[src/rtl/router_reg_if.sv]
// router_reg_if: bundles the source byte stream, the router FSM state strobes
// and the datapath status returned to the FSM into one connection.
// master: the FSM/source side that drives the strobes and bytes.
// slave : the router_reg datapath side.
interface router_reg_if #(
    parameter int DATA_WIDTH = 8
);
    logic                  pkt_valid;
    logic [DATA_WIDTH-1:0] data_in;
    logic                  fifo_full;
    logic                  detect_add;
    logic                  lfd_state;
    logic                  ld_state;
    logic                  laf_state;
    logic                  full_state;
    logic                  rst_int_reg;
    logic [DATA_WIDTH-1:0] dout;
    logic                  parity_done;
    logic                  low_pkt_valid;
    logic                  err;
    logic                  len_err;

    modport master (
        output pkt_valid, data_in, fifo_full,
        output detect_add, lfd_state, ld_state, laf_state, full_state, rst_int_reg,
        input  dout, parity_done, low_pkt_valid, err, len_err
    );

    modport slave (
        input  pkt_valid, data_in, fifo_full,
        input  detect_add, lfd_state, ld_state, laf_state, full_state, rst_int_reg,
        output dout, parity_done, low_pkt_valid, err, len_err
    );
endinterface

[src/rtl/router_reg.sv]
// router_reg: datapath register stage behind the 1x3 router control FSM.
// Latches the header, forwards bytes to the selected output FIFO, parks a
// byte across FIFO-full stalls, accumulates running parity and reports
// parity_done / low_pkt_valid / err back to the FSM.
// Optional length check: define ROUTER_REG_LEN_CHECK_EN to build the payload
// counter driving len_err; otherwise len_err is tied low.
module router_reg #(
    parameter int DATA_WIDTH = 8
) (
    input logic        clk,
    input logic        rst,
    router_reg_if.slave bus
);

    logic [DATA_WIDTH-1:0] dout_q;
    logic [DATA_WIDTH-1:0] header_reg;
    logic [DATA_WIDTH-1:0] hold_reg;
    logic [DATA_WIDTH-1:0] int_parity;
    logic [DATA_WIDTH-1:0] pkt_parity;
    logic                  parity_done_q;
    logic                  low_pkt_valid_q;
    logic                  err_q;

    logic header_ok;
    logic ld_write;
    logic ld_stall;

    // Decode of the byte-acceptance conditions shared by the register blocks.
    always_comb begin
        header_ok = bus.detect_add && bus.pkt_valid && (bus.data_in[1:0] != 2'b11);
        ld_write  = bus.ld_state && !bus.fifo_full;
        ld_stall  = bus.ld_state && bus.fifo_full;
    end

    // Header capture while the FSM decodes the address; reserved address 3 is ignored.
    always_ff @(posedge clk or posedge rst) begin
        if (rst)
            header_reg <= '0;
        else if (header_ok)
            header_reg <= bus.data_in;
    end

    // Output byte select: header, live byte, then the byte parked during a stall.
    always_ff @(posedge clk or posedge rst) begin
        if (rst)
            dout_q <= '0;
        else if (bus.lfd_state)
            dout_q <= header_reg;
        else if (ld_write)
            dout_q <= bus.data_in;
        else if (bus.laf_state)
            dout_q <= hold_reg;
    end

    // Park the presented byte when the FIFO is full so it is written after the stall.
    always_ff @(posedge clk or posedge rst) begin
        if (rst)
            hold_reg <= '0;
        else if (ld_stall)
            hold_reg <= bus.data_in;
    end

    // Running parity over header and payload; a stalled byte is counted when
    // parked, so laf_state never adds it a second time.
    always_ff @(posedge clk or posedge rst) begin
        if (rst)
            int_parity <= '0;
        else if (bus.detect_add)
            int_parity <= '0;
        else if (bus.lfd_state)
            int_parity <= int_parity ^ header_reg;
        else if (bus.ld_state && bus.pkt_valid)
            int_parity <= int_parity ^ bus.data_in;
    end

    // Capture the trailing parity byte (pkt_valid low during load_data).
    always_ff @(posedge clk or posedge rst) begin
        if (rst)
            pkt_parity <= '0;
        else if (bus.ld_state && !bus.pkt_valid)
            pkt_parity <= bus.data_in;
    end

    // Flag that the source has dropped pkt_valid, i.e. the parity byte was seen.
    always_ff @(posedge clk or posedge rst) begin
        if (rst)
            low_pkt_valid_q <= 1'b0;
        else if (bus.rst_int_reg || bus.detect_add)
            low_pkt_valid_q <= 1'b0;
        else if (bus.ld_state && !bus.pkt_valid)
            low_pkt_valid_q <= 1'b1;
    end

    // Parity byte delivered: immediately if written, otherwise once laf_state drains it.
    always_ff @(posedge clk or posedge rst) begin
        if (rst)
            parity_done_q <= 1'b0;
        else if (bus.detect_add)
            parity_done_q <= 1'b0;
        else if (ld_write && !bus.pkt_valid)
            parity_done_q <= 1'b1;
        else if (bus.laf_state && low_pkt_valid_q && !parity_done_q)
            parity_done_q <= 1'b1;
    end

    // Parity verdict at check time, held until the next packet loads its header.
    always_ff @(posedge clk or posedge rst) begin
        if (rst)
            err_q <= 1'b0;
        else if (bus.rst_int_reg)
            err_q <= (int_parity != pkt_parity);
        else if (bus.lfd_state)
            err_q <= 1'b0;
    end

`ifdef ROUTER_REG_LEN_CHECK_EN
    logic [DATA_WIDTH-3:0] count;
    logic                  len_err_q;

    // Payload byte counter, one increment per accepted payload byte.
    always_ff @(posedge clk or posedge rst) begin
        if (rst)
            count <= '0;
        else if (bus.lfd_state)
            count <= '0;
        else if (bus.ld_state && bus.pkt_valid)
            count <= count + 1'b1;
    end

    // Length verdict against the header length field at check time.
    always_ff @(posedge clk or posedge rst) begin
        if (rst)
            len_err_q <= 1'b0;
        else if (bus.rst_int_reg)
            len_err_q <= (count != header_reg[DATA_WIDTH-1:2]);
        else if (bus.lfd_state)
            len_err_q <= 1'b0;
    end

    assign bus.len_err = len_err_q;
`else
    assign bus.len_err = 1'b0;
`endif

    assign bus.dout          = dout_q;
    assign bus.parity_done   = parity_done_q;
    assign bus.low_pkt_valid = low_pkt_valid_q;
    assign bus.err           = err_q;

endmodule

[src/flat_wrapper.sv]
// flat-port wrapper written by rule: the top's interface ports become plain ports
module router_reg_flat 
#(
    parameter int DATA_WIDTH = 8
)
  (clk, rst, bus_pkt_valid, bus_data_in, bus_fifo_full, bus_detect_add, bus_lfd_state, bus_ld_state, bus_laf_state, bus_full_state, bus_rst_int_reg, bus_dout, bus_parity_done, bus_low_pkt_valid, bus_err, bus_len_err);
  router_reg_if #(.DATA_WIDTH(DATA_WIDTH)) bus_i ();
  input logic clk;
  input logic rst;
  input wire logic [$bits(bus_i.pkt_valid)-1:0] bus_pkt_valid;
  input wire logic [$bits(bus_i.data_in)-1:0] bus_data_in;
  input wire logic [$bits(bus_i.fifo_full)-1:0] bus_fifo_full;
  input wire logic [$bits(bus_i.detect_add)-1:0] bus_detect_add;
  input wire logic [$bits(bus_i.lfd_state)-1:0] bus_lfd_state;
  input wire logic [$bits(bus_i.ld_state)-1:0] bus_ld_state;
  input wire logic [$bits(bus_i.laf_state)-1:0] bus_laf_state;
  input wire logic [$bits(bus_i.full_state)-1:0] bus_full_state;
  input wire logic [$bits(bus_i.rst_int_reg)-1:0] bus_rst_int_reg;
  output wire logic [$bits(bus_i.dout)-1:0] bus_dout;
  output wire logic [$bits(bus_i.parity_done)-1:0] bus_parity_done;
  output wire logic [$bits(bus_i.low_pkt_valid)-1:0] bus_low_pkt_valid;
  output wire logic [$bits(bus_i.err)-1:0] bus_err;
  output wire logic [$bits(bus_i.len_err)-1:0] bus_len_err;
  assign bus_i.pkt_valid = bus_pkt_valid;
  assign bus_i.data_in = bus_data_in;
  assign bus_i.fifo_full = bus_fifo_full;
  assign bus_i.detect_add = bus_detect_add;
  assign bus_i.lfd_state = bus_lfd_state;
  assign bus_i.ld_state = bus_ld_state;
  assign bus_i.laf_state = bus_laf_state;
  assign bus_i.full_state = bus_full_state;
  assign bus_i.rst_int_reg = bus_rst_int_reg;
  assign bus_dout = bus_i.dout;
  assign bus_parity_done = bus_i.parity_done;
  assign bus_low_pkt_valid = bus_i.low_pkt_valid;
  assign bus_err = bus_i.err;
  assign bus_len_err = bus_i.len_err;
  router_reg #(.DATA_WIDTH(DATA_WIDTH)) u_core (.clk(clk), .rst(rst), .bus(bus_i));
endmodule
[config.mk]
export PLATFORM = sky130hd
export DESIGN_NAME = router_reg_flat
export DESIGN_NICKNAME = d
export VERILOG_FILES = /design/src/rtl/router_reg_if.sv /design/src/rtl/router_reg.sv /design/src/flat_wrapper.sv
export SDC_FILE = /design/constraint.sdc
export NUM_CORES = 1
export LEC_CHECK = 0
export CORE_MARGIN = 2
export CORE_UTILIZATION = 57
export DETAILED_ROUTE_END_ITERATION = 7
export GPL_TIMING_DRIVEN = 0
export PLACE_DENSITY_LB_ADDON = 0.15
export RECOVER_POWER = 100
export REMOVE_ABC_BUFFERS = 1
export SYNTH_ARGS = -nofsm -noshare
export SYNTH_HDL_FRONTEND = slang
export SYNTH_SLANG_ARGS = --single-unit
[constraint.sdc]
create_clock -name clk -period 2 [get_ports clk]
set_input_delay 0.4 -clock clk [delete_from_list [all_inputs] [get_ports clk]]
set_output_delay 0.4 -clock clk [all_outputs]
set_load 0.01 [all_outputs]
-- Word level (Yosys, flattened, before mapping)
Cells that the tools add are included.
- register bits: 43
- input bits: 18
- output and inout port bits: 12
- word-level logic and storage cells: 43
- equality and inequality tests: 2
- muxes and demuxes: 13
- bitwise logic cells: 2
- reductions and logical operators: 18
- operator list (operator ; count):
    8-bit 2-to-1 mux ; 6
    8-bit XOR ; 2
    1-bit logical AND ; 9
    3-bit nonzero test ; 3
    8-bit inequality test ; 1
    1-bit 2-to-1 mux ; 7
    2-bit nonzero test ; 2
    1-bit zero test ; 3
    2-bit inequality test (second input constant) ; 1
    1-bit logical OR ; 1

-- Logic depth before layout (Yosys ltp)
- word-level depth: 5
- depth in mapped cells: 6

-- Worst setup path after synthesis
No wires, ideal clock.
- kind: input to register
- start point: input port bus_lfd_state
- end point: register u_core.int_parity[0]
- setup time: 0.132 ns
- data arrival time: 1.150 ns
- required time: 1.868 ns
- setup slack: 0.718 ns
- stages on the path: 6
- cells stage by stage: buf_6 -> and3b_1 -> buf_6 -> a22oi_2 -> xor2_1 -> nor2_1
- cells in the longest elaborated chain, start to end: 2
- RTL lines (item ; line ; text):
    start, declared ; flat_wrapper.sv:14 ; input wire logic [$bits(bus_i.lfd_state)-1:0] bus_lfd_state;
    8-bit 2-to-1 mux ; router_reg.sv:70 ; else if (bus.lfd_state)
    8-bit 2-to-1 mux ; router_reg.sv:68 ; else if (bus.detect_add)
    end signal, assigned ; router_reg.sv:71 ; int_parity <= int_parity ^ header_reg;
    end signal, assigned ; router_reg.sv:73 ; int_parity <= int_parity ^ bus.data_in;
    end, declared ; router_reg.sv:18 ; logic [DATA_WIDTH-1:0] int_parity;
Several ways; a longest one is shown, not always the timed one.
A chain may end at the register's enable or synchronous reset.

-- Worst setup path after layout
- start point: input port bus_ld_state
- end point: register u_core.dout_q[7] (netlist: u_core.bus.dout[7])
- cells in the longest elaborated chain, start to end: 3
- RTL lines (item ; line ; text):
    start, declared ; flat_wrapper.sv:15 ; input wire logic [$bits(bus_i.ld_state)-1:0] bus_ld_state;
    1-bit logical AND * ; router_reg.sv:31 ; ld_write = bus.ld_state && !bus.fifo_full;
    8-bit 2-to-1 mux ; router_reg.sv:49 ; else if (ld_write)
    8-bit 2-to-1 mux ; router_reg.sv:47 ; else if (bus.lfd_state)
    end signal, assigned ; router_reg.sv:48 ; dout_q <= header_reg;
    end signal, assigned ; router_reg.sv:50 ; dout_q <= bus.data_in;
    end signal, assigned ; router_reg.sv:52 ; dout_q <= hold_reg;
    end, declared ; router_reg.sv:15 ; logic [DATA_WIDTH-1:0] dout_q;
Mark *: on every way between the ends. The rest lies on a longest branch, timed or not.

==> run metrics <==
outcome finished, final reports clean; Reg-to-Reg Start u_core.int_parity[3]; max-slew violation count 0; vias in the first global route 1394; Vias 1360; Clock Skews 0.00835 ns; Worst-Margin Slew 0.854 ns; crit path capture type flip-flop; Overflow after GRT 0; power per cell area 935 nW/µm²; peak supply drop 0.568 mV; critical path's largest stage delay 0.69 ns; Antenna Violating Nets Remaining 0; Leak roughly 1 nW; CP Launch Type primary input; Top FF cell, synth dfrtp_1; area leader, netlist dfrtp_1; Slowest-stage cell, CP nor2b_1; # DRC 0; Final min period 1.89 ns; PortBufs 27; reg-to-reg endpoint u_core.bus.err; Clock Tree Buf Depth 2; grt met1 use 0.258; clk_lat worst skew 0.36 ns; count leader, synth dfrtp_1; FF-to-FF setup slack between 0.7 and 0.8 ns; Post-synth EDFFs 0; initial antenna violation count 0; CTS buffer count 5; Critical Path Source bus_ld_state; Max-slew headroom 0.430; DRT iter0 DRCs 107; drt total wl 3970 µm; Die Ht between 60 and 70 µm; Via density roughly 5.7; Synth top area share 0.540; Clock Tree Root clkbuf_4; Post-synth top cells dfrtp_1 (43), mux2_2 (21), nor2_1 (17); Cell Chain, Critical Path clkdlybuf4s50_1, nor2b_1, nor3_4, a221o_1; post-synthesis sequential area ratio 0.540; kind of critical path primary input to flip-flop; Post-Synthesis Cells 166; fin nets 208; number of synthesis warnings 0; register area 1080 µm²; mapped cell area approximately 2000 µm²; Synth cell types 25; layout cells sized above 1 0.162; Crit path required time 2.25 ns; CP Max Fanout 9; first-pass GRT wire length 6600 µm; HPWL after DPL 2710 µm; Initial Util 0.597; Peak Freq 0.529 GHz; H-tree depth 2; Synth async-reset ratio 1.00; Num Clock Sinks 43; fin crit share 0.946; synthesis-stage register bit count between 40 and 50; Initial DRT Pass Iterations 4; DR WL/cell about 17 µm; Synth area leaders dfrtp_1 (54%), mux2_2 (12%), a22oi_2 (5.0%), a221o_1 (4.0%), xnor2_1 (3.5%); Setup violations, final 0; final hold viol count 0; global routing's busiest layer met2; Max Cap Viol 0; crit path to u_core.bus.dout[7]; Die Width ~63 µm; n_diodes 0; RSZ-0062 raised after global routing false; synthesized area per cell roughly 12 µm²; Post-CTS Setup Bufs 0; area delta synth->final 16.3%; hold crit path type flip-flop to flip-flop; setup TNS 0 ns; final worst slack ~0.11 ns; Multi-input gate area 805 µm²; GPL Wtd Cong approximately 0.73; Tot GR Track Use 0.221; largest net degree at the start of global routing 44; Layout Cells excl Fill 237; Clock Pin Slew Worst Setup and Hold Paths 0.12 ns; Ports 30; r2r worst-path depth 4; pre-CTS setup slack -0.672 ns; GRT met3 Usage 0.0661; die area 3990 µm²; Fillers 267; core area 3340 µm²; Arr. time, crit path 2.14 ns; DP Cell Count between 200 and 250; num rows 21; M2 GR Usage 0.382; CTS tree built
==> critical path, delay by kind of cell <==
kind | cells | cell delay (ns)
compound gates | 1 | 0.36
simple gates | 2 | 0.85
buf+inv | 1 | 0.53
==> repair_timing <==
item | in CTS | in global routing
hold buffers | 0 | 0
setup endpoints to repair | 8 | 0
resized for setup | 3 | 0
==> cell usage in the layout, fill, tap and decap left out, types with 5 or more instances in the layout <==
cell type / netlist / final
xor2_1: 8 / 8
a21oi_1: 8 / 8
nor2_1: 17 / 17
nand2_1: 12 / 12
a22oi_1: 0 / 8
dfrtp_1: 43 / 43
mux2_2: 21 / 21
clkbuf_4: 0 / 5
dlygate4sd3_1: 0 / 14
a221o_1: 8 / 8
xnor2_1: 8 / 8
clkdlybuf4s50_1: 0 / 12
nand3_1: 8 / 8
==> where the power goes <==
| part | leakage (nW) | internal (mW) | total [mW] | switching (mW) |
|---|---|---|---|---|
| clock | 0.0525 | 0.390 | 0.666 | 0.276 |
| combinational | 0.412 | 0.226 | 0.410 | 0.185 |
| sequential | 0.524 | 1.00 | 1.09 | 0.0908 |
| total | 0.989 | 1.62 | 2.17 | 0.551 |
==> worst min-delay path by stage <==
stage                         from                     end  slack [ns]  cells past startpoint
floorplan           bus_detect_add  u_core.bus.parity_done        0.47                      1
global placement    u_core.bus.err          u_core.bus.err        0.46                      2
detailed placement  u_core.bus.err          u_core.bus.err        0.47                      2
CTS                 u_core.bus.err          u_core.bus.err        0.50                      2
global route        u_core.bus.err          u_core.bus.err        0.51                      2
finish              u_core.bus.err          u_core.bus.err        0.49                      2
==> area by class of cell <==
cell class | instances | area share
timing repair buffer | 27 | 0.117
sequential | 43 | 0.464
clock inverter | 2 | 0.0259
inverter | 2 | 0.00324
multi-input combinational | 111 | 0.347
clock buffer | 6 | 0.0178
tap | 46 | 0.0248
==> through the flow <==
stage	instance area, µm²	total power, mW	hold WS (ns)	utilization
6_report	2320	2.17	0.490	0.695
2_1_floorplan	1930	1.36	0.466	-
4_1_cts	2360	2.22	0.502	0.707
3_5_place_dp	2260	1.55	0.471	0.676
5_1_grt	2320	2.28	0.513	0.695
3_3_place_gp	2260	1.53	0.463	0.676
==> cells by family after synthesis <==
kind of cell           Yosys count  synth area share
multiplexers                    22             0.124
other                            1           0.00188
XOR/XNOR                        16            0.0703
flip-flops                      43             0.540
AND/OR/NAND/NOR                 44             0.103
AO/OA/AOI/OAI                   28             0.124
buffers and inverters           12            0.0364
==> metal layers <==
layer	wire length (µm)	part of all wire	up-vias
li1	-	-	632
met1	1590	0.40	686
met2	2130	0.54	38
met3	193	0.049	4
met4	49	0.012	0
met5	0	0	-
Note: power is estimated with default switching activity, not from simulation.
==> RTL edit (same settings) <==
`DATA_WIDTH` is set to 8 in 3 places; all go to 6.
--- a/src/rtl/router_reg_if.sv
+++ b/src/rtl/router_reg_if.sv
@@ -4,5 +4,5 @@
 // slave : the router_reg datapath side.
 interface router_reg_if #(
-    parameter int DATA_WIDTH = 8
+    parameter int DATA_WIDTH = 6
 );
     logic                  pkt_valid;
--- a/src/rtl/router_reg.sv
+++ b/src/rtl/router_reg.sv
@@ -6,5 +6,5 @@
 // counter driving len_err; otherwise len_err is tied low.
 module router_reg #(
-    parameter int DATA_WIDTH = 8
+    parameter int DATA_WIDTH = 6
 ) (
     input logic        clk,
--- a/src/flat_wrapper.sv
+++ b/src/flat_wrapper.sv
@@ -2,5 +2,5 @@
 module router_reg_flat 
 #(
-    parameter int DATA_WIDTH = 8
+    parameter int DATA_WIDTH = 6
 )
   (clk, rst, bus_pkt_valid, bus_data_in, bus_fifo_full, bus_detect_add, bus_lfd_state, bus_ld_state, bus_laf_state, bus_full_state, bus_rst_int_reg, bus_dout, bus_parity_done, bus_low_pkt_valid, bus_err, bus_len_err);
Ports: changed (resized bus_data_in and bus_dout); port bits go from 30 to 26. The function was not compared with the original's and may differ.
==> RTL edit against the original RTL <==
  * Power shrank 27%
  * Maximum frequency grew 0.38%
  * Worst setup slack better by 0.0071 ns
  * Design area shrank 17%
  * Sequential cell count decreased by 10
  * Area after synthesis down 16%
  * Global-route usage down 0.27 points
  * Wire length fell by 18%
  * Count of clock-buffer cells in the layout rose by 1
  * Critical path type unchanged
  * Largest cell class unchanged
  * Largest power group unchanged
==> RTL edit: results (changes against the original RTL) <==
stage,metric,value,unit,change
route,dr_total_vias,1128,,-17%
setup_path,rr_worst_depth,3,,-1
hold_path,hold_class,primary input to async pin,,
setup_path,cp-endpoint,u_core.int_parity[4]$_DFFE_PP0P_,,
run_status,status,finished clean,,
timing,maxSlewHeadroom,32.1,%,-11 points
power,p_leak,0.846,nW,-14%
placed_design,place_area,1900,um^2,-16%
setup_path,worst_path_max_delay_cell,clkbuf_1,,
placed_design,place_inst,179,,-22%
placed_design,place_ws,-0.524,ns,+0.148 ns
synth,synth-xor-area-share,3.14,%,-3.9 points
clocking,clkTransAtPathRegs,0.11,ns,
job,maxCapViolations,0,,unchanged
setup_path,worst-path-max-fanout,21,,+12
route,detail_route.iter0.violations,35,,-67%
global_route,grt_pass1_wl,5350,um,-19%
route,dr.pass1.iters,5,,+1
timing,worst_hold_slack,0.385,ns,-0.105 ns
power,ir_worst_vdd,0.667,mV,+17%
timing,timing.final.crit_share,94.2,%,-0.36 points
synth,dominantRegCellSynth,dfrtp_1,,
placed_design,hpwl,2290,um,-15%
synth,synth.mux.area_fraction,17.1,%,+4.6 points
layout,instances_no_fill,188,,-21%
synth,synthTopCellsByArea,"dfrtp_1, mux2_4, o2bb2ai_1",,
layout,fin_nets,172,,-17%
synth,synth_compound_area_share,16.8,%,+4.3 points
synth,ys_types,30,,+20%
setup_path,crit_path_max_incr_delay,0.74,ns,+0.05 ns
synth,yosys-top-cells-count,"dfrtp_1, nor2_1, o2bb2ai_1, mux2_4, mux2_2",,
synth,synthCells,133,,-20%
setup_path,reg2reg_from,u_core.int_parity[4]$_DFFE_PP0P_,,
synth,synth_seq_area_share,49.4,%,-4.6 points
setup_path,crit_start,bus_lfd_state,,
setup_path,timing.rr.end,u_core.bus.err$_DFFE_PP0P_,,
floorplan,core,2780,um^2,-17%
global_route,grt_max_degree,34,,-23%
setup_path,crit_arrival,2.12,ns,-0.02 ns
setup_path,cpLargestDelayFamily,buffers and inverters,,
route,avgRoutedWirePerCell,17.3,um,+3.4%
global_route,grt_pass1_vias,1154,,-17%
layout,drive_gt1_share,17.2,%,+0.97 points
placed_design,finalWeightedCongestion,0.710,,-3.2%
global_route,grt_use_total,21.9,%,-0.27 points
timing,fin_skew,0.0174,ns,+0.00905 ns
setup_path,rrSetupSlack,0.73,ns,-0.05 ns
placed_design,io_buffers,23,,-15%
## RTL edit: timing repair
action,CTS,global route
gates resized for setup,1,0
endpoints found under the setup margin,6,0
hold endpoints to repair,0,0
## RTL edit: report_power, final
part           internal [W]  total, W  switching (W)
combinational      0.000182  0.000326       0.000144
clock              0.000204  0.000428       0.000225
sequential         0.000763  0.000829      0.0000662
total               0.00115   0.00158       0.000435
## RTL edit: routing by layer
metal  GRT usage, %  routed length [um]  vias up
li1               -                   -      529
met4           9.97                  62        0
met2           33.9                1660       21
met5              0                   0        -
met1           27.8                1400      569
met3           7.37                 128        9
## RTL edit: final cells by class
class,count,area [um^2]
timing repair buffer,24,229
clock buffer,7,65.1
multi-input combinational,89,754
sequential,33,826
inverter,3,11.3
tap,31,38.8
clock inverter,1,5.00
fill,214,852
